==> src/rtl/ddr_port0_writer.sv <==
// Packs raster-order pixel words into MCB port-0 write bursts.
// Define DDR_WR_FRAME_SWAP_EN for double-buffered frames at FRAME1_BASE.
module ddr_port0_writer #(
  parameter int          BURST_LEN   = 64,
  parameter logic [29:0] FRAME1_BASE = 30'h0050_0000
) (
  input  logic        clk,
  input  logic        reset,
  input  logic        mem_calib_done,
  input  logic [3:0]  resolution,
  input  logic        update,
  input  logic [31:0] pix_data,
  input  logic        pix_valid,
  output logic        pix_ready,
  output logic        wr_en,
  output logic [31:0] wr_data,
  output logic [3:0]  wr_mask,
  input  logic        wr_full,
  input  logic        cmd_full,
  output logic        cmd_en,
  output logic [2:0]  cmd_instr,
  output logic [5:0]  cmd_bl,
  output logic [29:0] cmd_byte_addr,
  output logic        frame_done,
  output logic        frame_sel
);

`ifdef DDR_WR_FRAME_SWAP_EN
  localparam bit SWAP_EN = 1'b1;
`else
  localparam bit SWAP_EN = 1'b0;
`endif

  localparam logic [6:0] BL = 7'(BURST_LEN);

  typedef enum logic [1:0] {
    CALIB,
    FILL,
    CMD
  } state_t;

  state_t      state;
  logic        calib_s1;
  logic        calib_s2;
  logic [20:0] total_pixels;
  logic [20:0] pending_total;
  logic [20:0] pix_index;
  logic [6:0]  burst_cnt;
  logic [29:0] burst_addr;
  logic        last_burst;
  logic        sel;

  logic [20:0] res_total;
  logic        is_last;
  logic        accept;
  logic        closing;
  logic        issue;
  logic [29:0] cur_base;
  logic [29:0] nxt_base;

  always_comb begin
    unique case (resolution)
      4'b0000: res_total = 21'd307200;
      4'b0001: res_total = 21'd480000;
      4'b0011: res_total = 21'd786432;
      4'b0010: res_total = 21'd921600;
      default: res_total = 21'd1310720;
    endcase
  end

  assign is_last   = pix_index == total_pixels - 21'd1;
  assign pix_ready = (state == FILL) && !wr_full
                     && (burst_cnt < BL);
  assign accept    = pix_ready && pix_valid;
  assign closing   = accept
                     && ((burst_cnt == BL - 7'd1) || is_last);
  assign issue     = (state == CMD) && !cmd_full;

  assign wr_en     = accept;
  assign wr_data   = pix_data;
  assign wr_mask   = 4'b0000;
  assign cmd_instr = 3'b000;
  assign cmd_en    = issue;
  assign cmd_bl    = (state == CMD)
                     ? burst_cnt[5:0] - 6'd1 : 6'd0;
  assign cmd_byte_addr = (state == CMD) ? burst_addr : 30'd0;
  assign frame_done    = issue && last_burst;
  assign frame_sel     = sel;

  // the next frame's base follows the buffer toggle
  assign cur_base = sel ? FRAME1_BASE : 30'd0;
  assign nxt_base = (sel ^ SWAP_EN) ? FRAME1_BASE : 30'd0;

  always_ff @(posedge clk or posedge reset) begin
    if (reset) begin
      state         <= CALIB;
      calib_s1      <= 1'b0;
      calib_s2      <= 1'b0;
      total_pixels  <= 21'd307200;
      pending_total <= 21'd307200;
      pix_index     <= 21'd0;
      burst_cnt     <= 7'd0;
      burst_addr    <= 30'd0;
      last_burst    <= 1'b0;
      sel           <= 1'b0;
    end else begin
      calib_s1 <= mem_calib_done;
      calib_s2 <= calib_s1;
      if (update) pending_total <= res_total;
      unique case (state)
        CALIB: begin
          total_pixels <= pending_total;
          if (calib_s2) state <= FILL;
        end
        FILL: begin
          if (accept) begin
            burst_cnt <= burst_cnt + 7'd1;
            pix_index <= pix_index + 21'd1;
            if (closing) begin
              state      <= CMD;
              last_burst <= is_last;
            end
          end
        end
        CMD: begin
          if (!cmd_full) begin
            state     <= FILL;
            burst_cnt <= 7'd0;
            if (last_burst) begin
              pix_index    <= 21'd0;
              burst_addr   <= nxt_base;
              total_pixels <= pending_total;
              last_burst   <= 1'b0;
              sel          <= sel ^ SWAP_EN;
            end else begin
              burst_addr <= cur_base
                            + {7'd0, pix_index, 2'b00};
            end
          end
        end
        default: state <= CALIB;
      endcase
    end
  end

endmodule

==> config.mk <==
export PLATFORM = sky130hd
export DESIGN_NAME = ddr_port0_writer
export DESIGN_NICKNAME = d
export VERILOG_FILES = /design/src/rtl/ddr_port0_writer.sv
export SDC_FILE = /design/constraint.sdc
export NUM_CORES = 1
export LEC_CHECK = 0
export CORE_MARGIN = 3
export CORE_UTILIZATION = 35
export DETAILED_ROUTE_END_ITERATION = 10
export GPL_ROUTABILITY_DRIVEN = 0
export PLACE_DENSITY = 0.62
export SLEW_MARGIN = 20
export SYNTH_ARGS = -nofsm -noshare
export SYNTH_HDL_FRONTEND = slang
export SYNTH_SLANG_ARGS = --single-unit
==> constraint.sdc <==
create_clock -name clk -period 3.25 [get_ports clk]
set_clock_uncertainty 0.2 [all_clocks]
set_input_delay 0.975 -clock clk [delete_from_list [all_inputs] [get_ports clk]]
set_output_delay 0.975 -clock clk [all_outputs]
set_load 0.01 [all_outputs]
==> results.md <==
- After synthesis, the netlist uses 48 different library cells.
- The final hold violation count is 0.
- After floorplanning, the core was sized to cover 10420 um^2.
- The width of the die is 109.8 um.
- The final standard cell count with taps included and fillers excluded is ~570.
- Across the VDD grid, the largest voltage drop is 188.2 uV.
- At the pin with the least slew margin, the transition time is approximately 0.51 ns.
- The initial antenna violation count came to 0.
- The post-CTS setup buffer count is 0.
- The largest total area in the synthesized netlist belongs to dfrtp_1.
- The final HPWL from detailed placement is between 5000 and 6000 um.
- The max-cap check violation count is 0.
- Yosys printed 0 warnings.
- Cells with a size suffix above 1 make up 11.70% of the layout.
- The post-synthesis to final-layout area growth is 14.58%.
- The first global-routing pass estimated 11970 um of wire.
- The number of global-route vias before repair is 2495.
- The final layout contains routed wiring with a total length of 7085 um.
- In the routed layout, each cell is associated on average with a via count of 4.626.
- Setup violations remaining at the end of the flow were counted as 0.
- The clock network latency to the later pin of the worst-skew pair is roughly 0.34 ns.
- The number of buffers added by the clock tree synthesis step is 9.
- The number of pins exceeding their max-slew limit in the final report was 0.
- The number of flops mapped to enable cells by yosys is 0.
- Setup repair after global routing left no endpoint under its margin.
- Entering global routing, the biggest net connects 67 pins.
- Adding up every negative setup slack in the final design gives 0 ns.
- The number of clock sinks is 66.
- The clock-pin slew on the worst setup and hold paths is 0.07 ns.
- In this run the core area contains 37 standard-cell rows.
- The worst path needs 3.189 ns of the cycle, external delays included.
- The classification of the worst setup path is in -> out.
- The critical register-to-register path endpoint is state[0]$_DFFE_PP0P_.
- The via total after detailed routing is 2646.
- The synthesized design devotes to its leading area cell type 41.18% of total area.
- TritonCTS built the clock tree.
- The post-cts repair resize count is 5.
- The fraction of synthesis flops using an asynchronous set or reset pin is 100.0%.
- The category of the worst setup path capture point is a primary output.
- In the routed design, unresolved DRC markers number 0.
- The number of synthesized register bits is 66.
- The area of the mapped netlist is 3767 um^2.
- In this run the critical register-to-register path is launched from total_pixels[16]$_DFFE_PP0P_.
- The proportion of synthesized chip area in sequential cells is 43.97%.
- The flow ran to the end, and the final reports show no timing, DRC or antenna violations.
- The worst path uses 98.12% of the clock period.
- The top-level port count is 123.
- The most common flop cell mapped by yosys is dfrtp_1.
- In this run the static leakage power is 1.950 nW.
- A synthesized cell averages 9.144 um^2.
- The die boundary height is roughly 110 um.
- After synthesis, the most frequently instantiated cells are nand2_1 (66), dfrtp_1 (62), buf_4 (49), nor2_1 (34).
- Counting every instance in the synthesized netlist gives between 400 and 500.
- The H-tree level count is 3.
- The area after detailed placement is 4111 um^2.
- For this design the ratio of total power to cell area is 438.4 nW/um^2.
- The number of iterations in the first detailed-routing pass is 4.
- The worst hold path belongs to the class reg -> reg.
- The initial core utilization is between 30% and 40%.
- Of all nets on the critical path, the largest fanout is 3.
- Hold timing on the final database bottoms out at a slack of 0.1506 ns.
- The number of buffers on the longest clock path is 2.
- In this run the most critical hold path is launched from calib_s1$_DFF_PP0_.
- Headroom to the max-slew limit came out at 66.18%.
- Based on the critical path, the design can be clocked at up to roughly 310 MHz.
- In the post-synthesis netlist, the cell with the most instances is nand2_1.
- The worst hold path cell count is 0.
- For hold timing, the worst endpoint is calib_s2$_DFF_PP0_.
- The number of input and output port buffers inserted is 41.
- The total overflow left after global routing is 0.
- The area of all placed cells without fillers is 4317 um^2.
- The count of hold buffers inserted by post-cts repair is 0.
- Counting tap cells, the placed design contains a total of between 500 and 600 instances.
- In the post-synthesis netlist, the biggest area contributors are dfrtp_1 (41%), buf_4 (9.8%), nand2_1 (6.6%), nand3b_1 (4.2%), xor2_1 (4.0%).
- The per-cell routed wire length is 12.39 um.
- The floorplan step defined a die boundary enclosing 12050 um^2.
- At the worst endpoint, the arrival time is 2.01 ns.
- The cell at the root of the clock tree is clkbuf_8.
- The setup check on the worst reg-to-reg path leaves a slack of 0.78 ns.
- The number of nets in the layout is 479.
- The critical path required time is 2.07 ns.
- Counting cells, the worst reg-to-reg path comes to 8.
- The first routing iteration left 89 violations.
- The number of diodes is 0.
- The count of nets left with antenna violations after detail routing is 0.
- The sort of element at the start of the critical path is an input port.
- The final core area utilization is 41.44%.
- Global routing used 12.55% of the available tracks across all layers.
worst max-delay path, stage by stage:
cell and delay, ns:
dlygate4sd2_1 0.28, nand2b_1 0.17, clkinv_1 0.06, clkdlybuf4s50_1 0.53
layer usage:
| layer | track usage, % | vias to the layer above | part of all wire (%) |
|---|---|---|---|
| met5 | 0 | - | 0 |
| met4 | 5.076 | 0 | 1.5 |
| met3 | 3.288 | 11 | 5.0 |
| met2 | 19.35 | 57 | 45 |
| met1 | 16.77 | 1239 | 49 |
| li1 | - | 1339 | - |
through the flow:
stage	setup slack, ns	total power (W)
2_1_floorplan	0.3484	0.001199
3_3_place_gp	-0.3111	0.001208
3_5_place_dp	-0.3490	0.001217
4_1_cts	0.01928	0.001913
5_1_grt	0.01921	0.001985
6_report	0.06107	0.001893
cell families after synthesis:
logic type | synth area share, %
compound gates | 5.912
xor+xnor | 7.207
fa+ha+maj | 1.661
buf+inv | 12.59
flops | 43.97
mux | 0.8966
other cells | 0.09954
simple gates | 27.67
power by group:
part	switching (W)	leakage [nW]	internal (W)
Clock	0.000316	0.0945	0.000374
Combinational	0.000120	0.985	0.000103
Sequential	0.0000937	0.871	0.000885
worst max path at each step:
stage	startpoint	endpoint	slack (ns)	cells past startpoint
floorplan	cmd_full	cmd_en	0.35	4
global placement	cmd_full	frame_done	-0.31	3
detailed placement	wr_full	wr_en	-0.35	5
CTS	burst_cnt[0]$_DFFE_PP0P_	cmd_bl[5]	0.02	5
global route	cmd_full	cmd_en	0.02	4
finish	cmd_full	cmd_en	0.06	4
cell type report:
class	count	area (um^2)
well taps	136	170.2
clock inverters	6	66.31
clock buffers	10	137.6
multi-input cells	285	1702
repair buffers	57	536.8
flip-flops and latches	66	1659
inverters	12	45.04
fillers	1033	6100
registers in the layout (all words and copies together), names as in the netlist:
signal	cells
burst_addr	21
pix_index	21
total_pixels	6
calib_s1	1
pending_total	6
burst_cnt	7
calib_s2	1
state	2
last_burst	1
cell usage in the layout, fill, tap and decap left out, drive strengths merged, types with 4 or more instances in the layout:
cell and n:
a21oi 7, and2 21, and3 5, buf 16
clkbuf 10, clkdlybuf4s50 36, conb 17, dfrtp 62
dfstp 4, dlygate4sd2 5, ha 5, inv 11
nand2 66, nand3 12, nand3b 21, nand4 5
nor2 34, nor4 4, o21ai 18, or3 6
xnor2 14, xor2 17
Power figures use the tool's default switching activity.
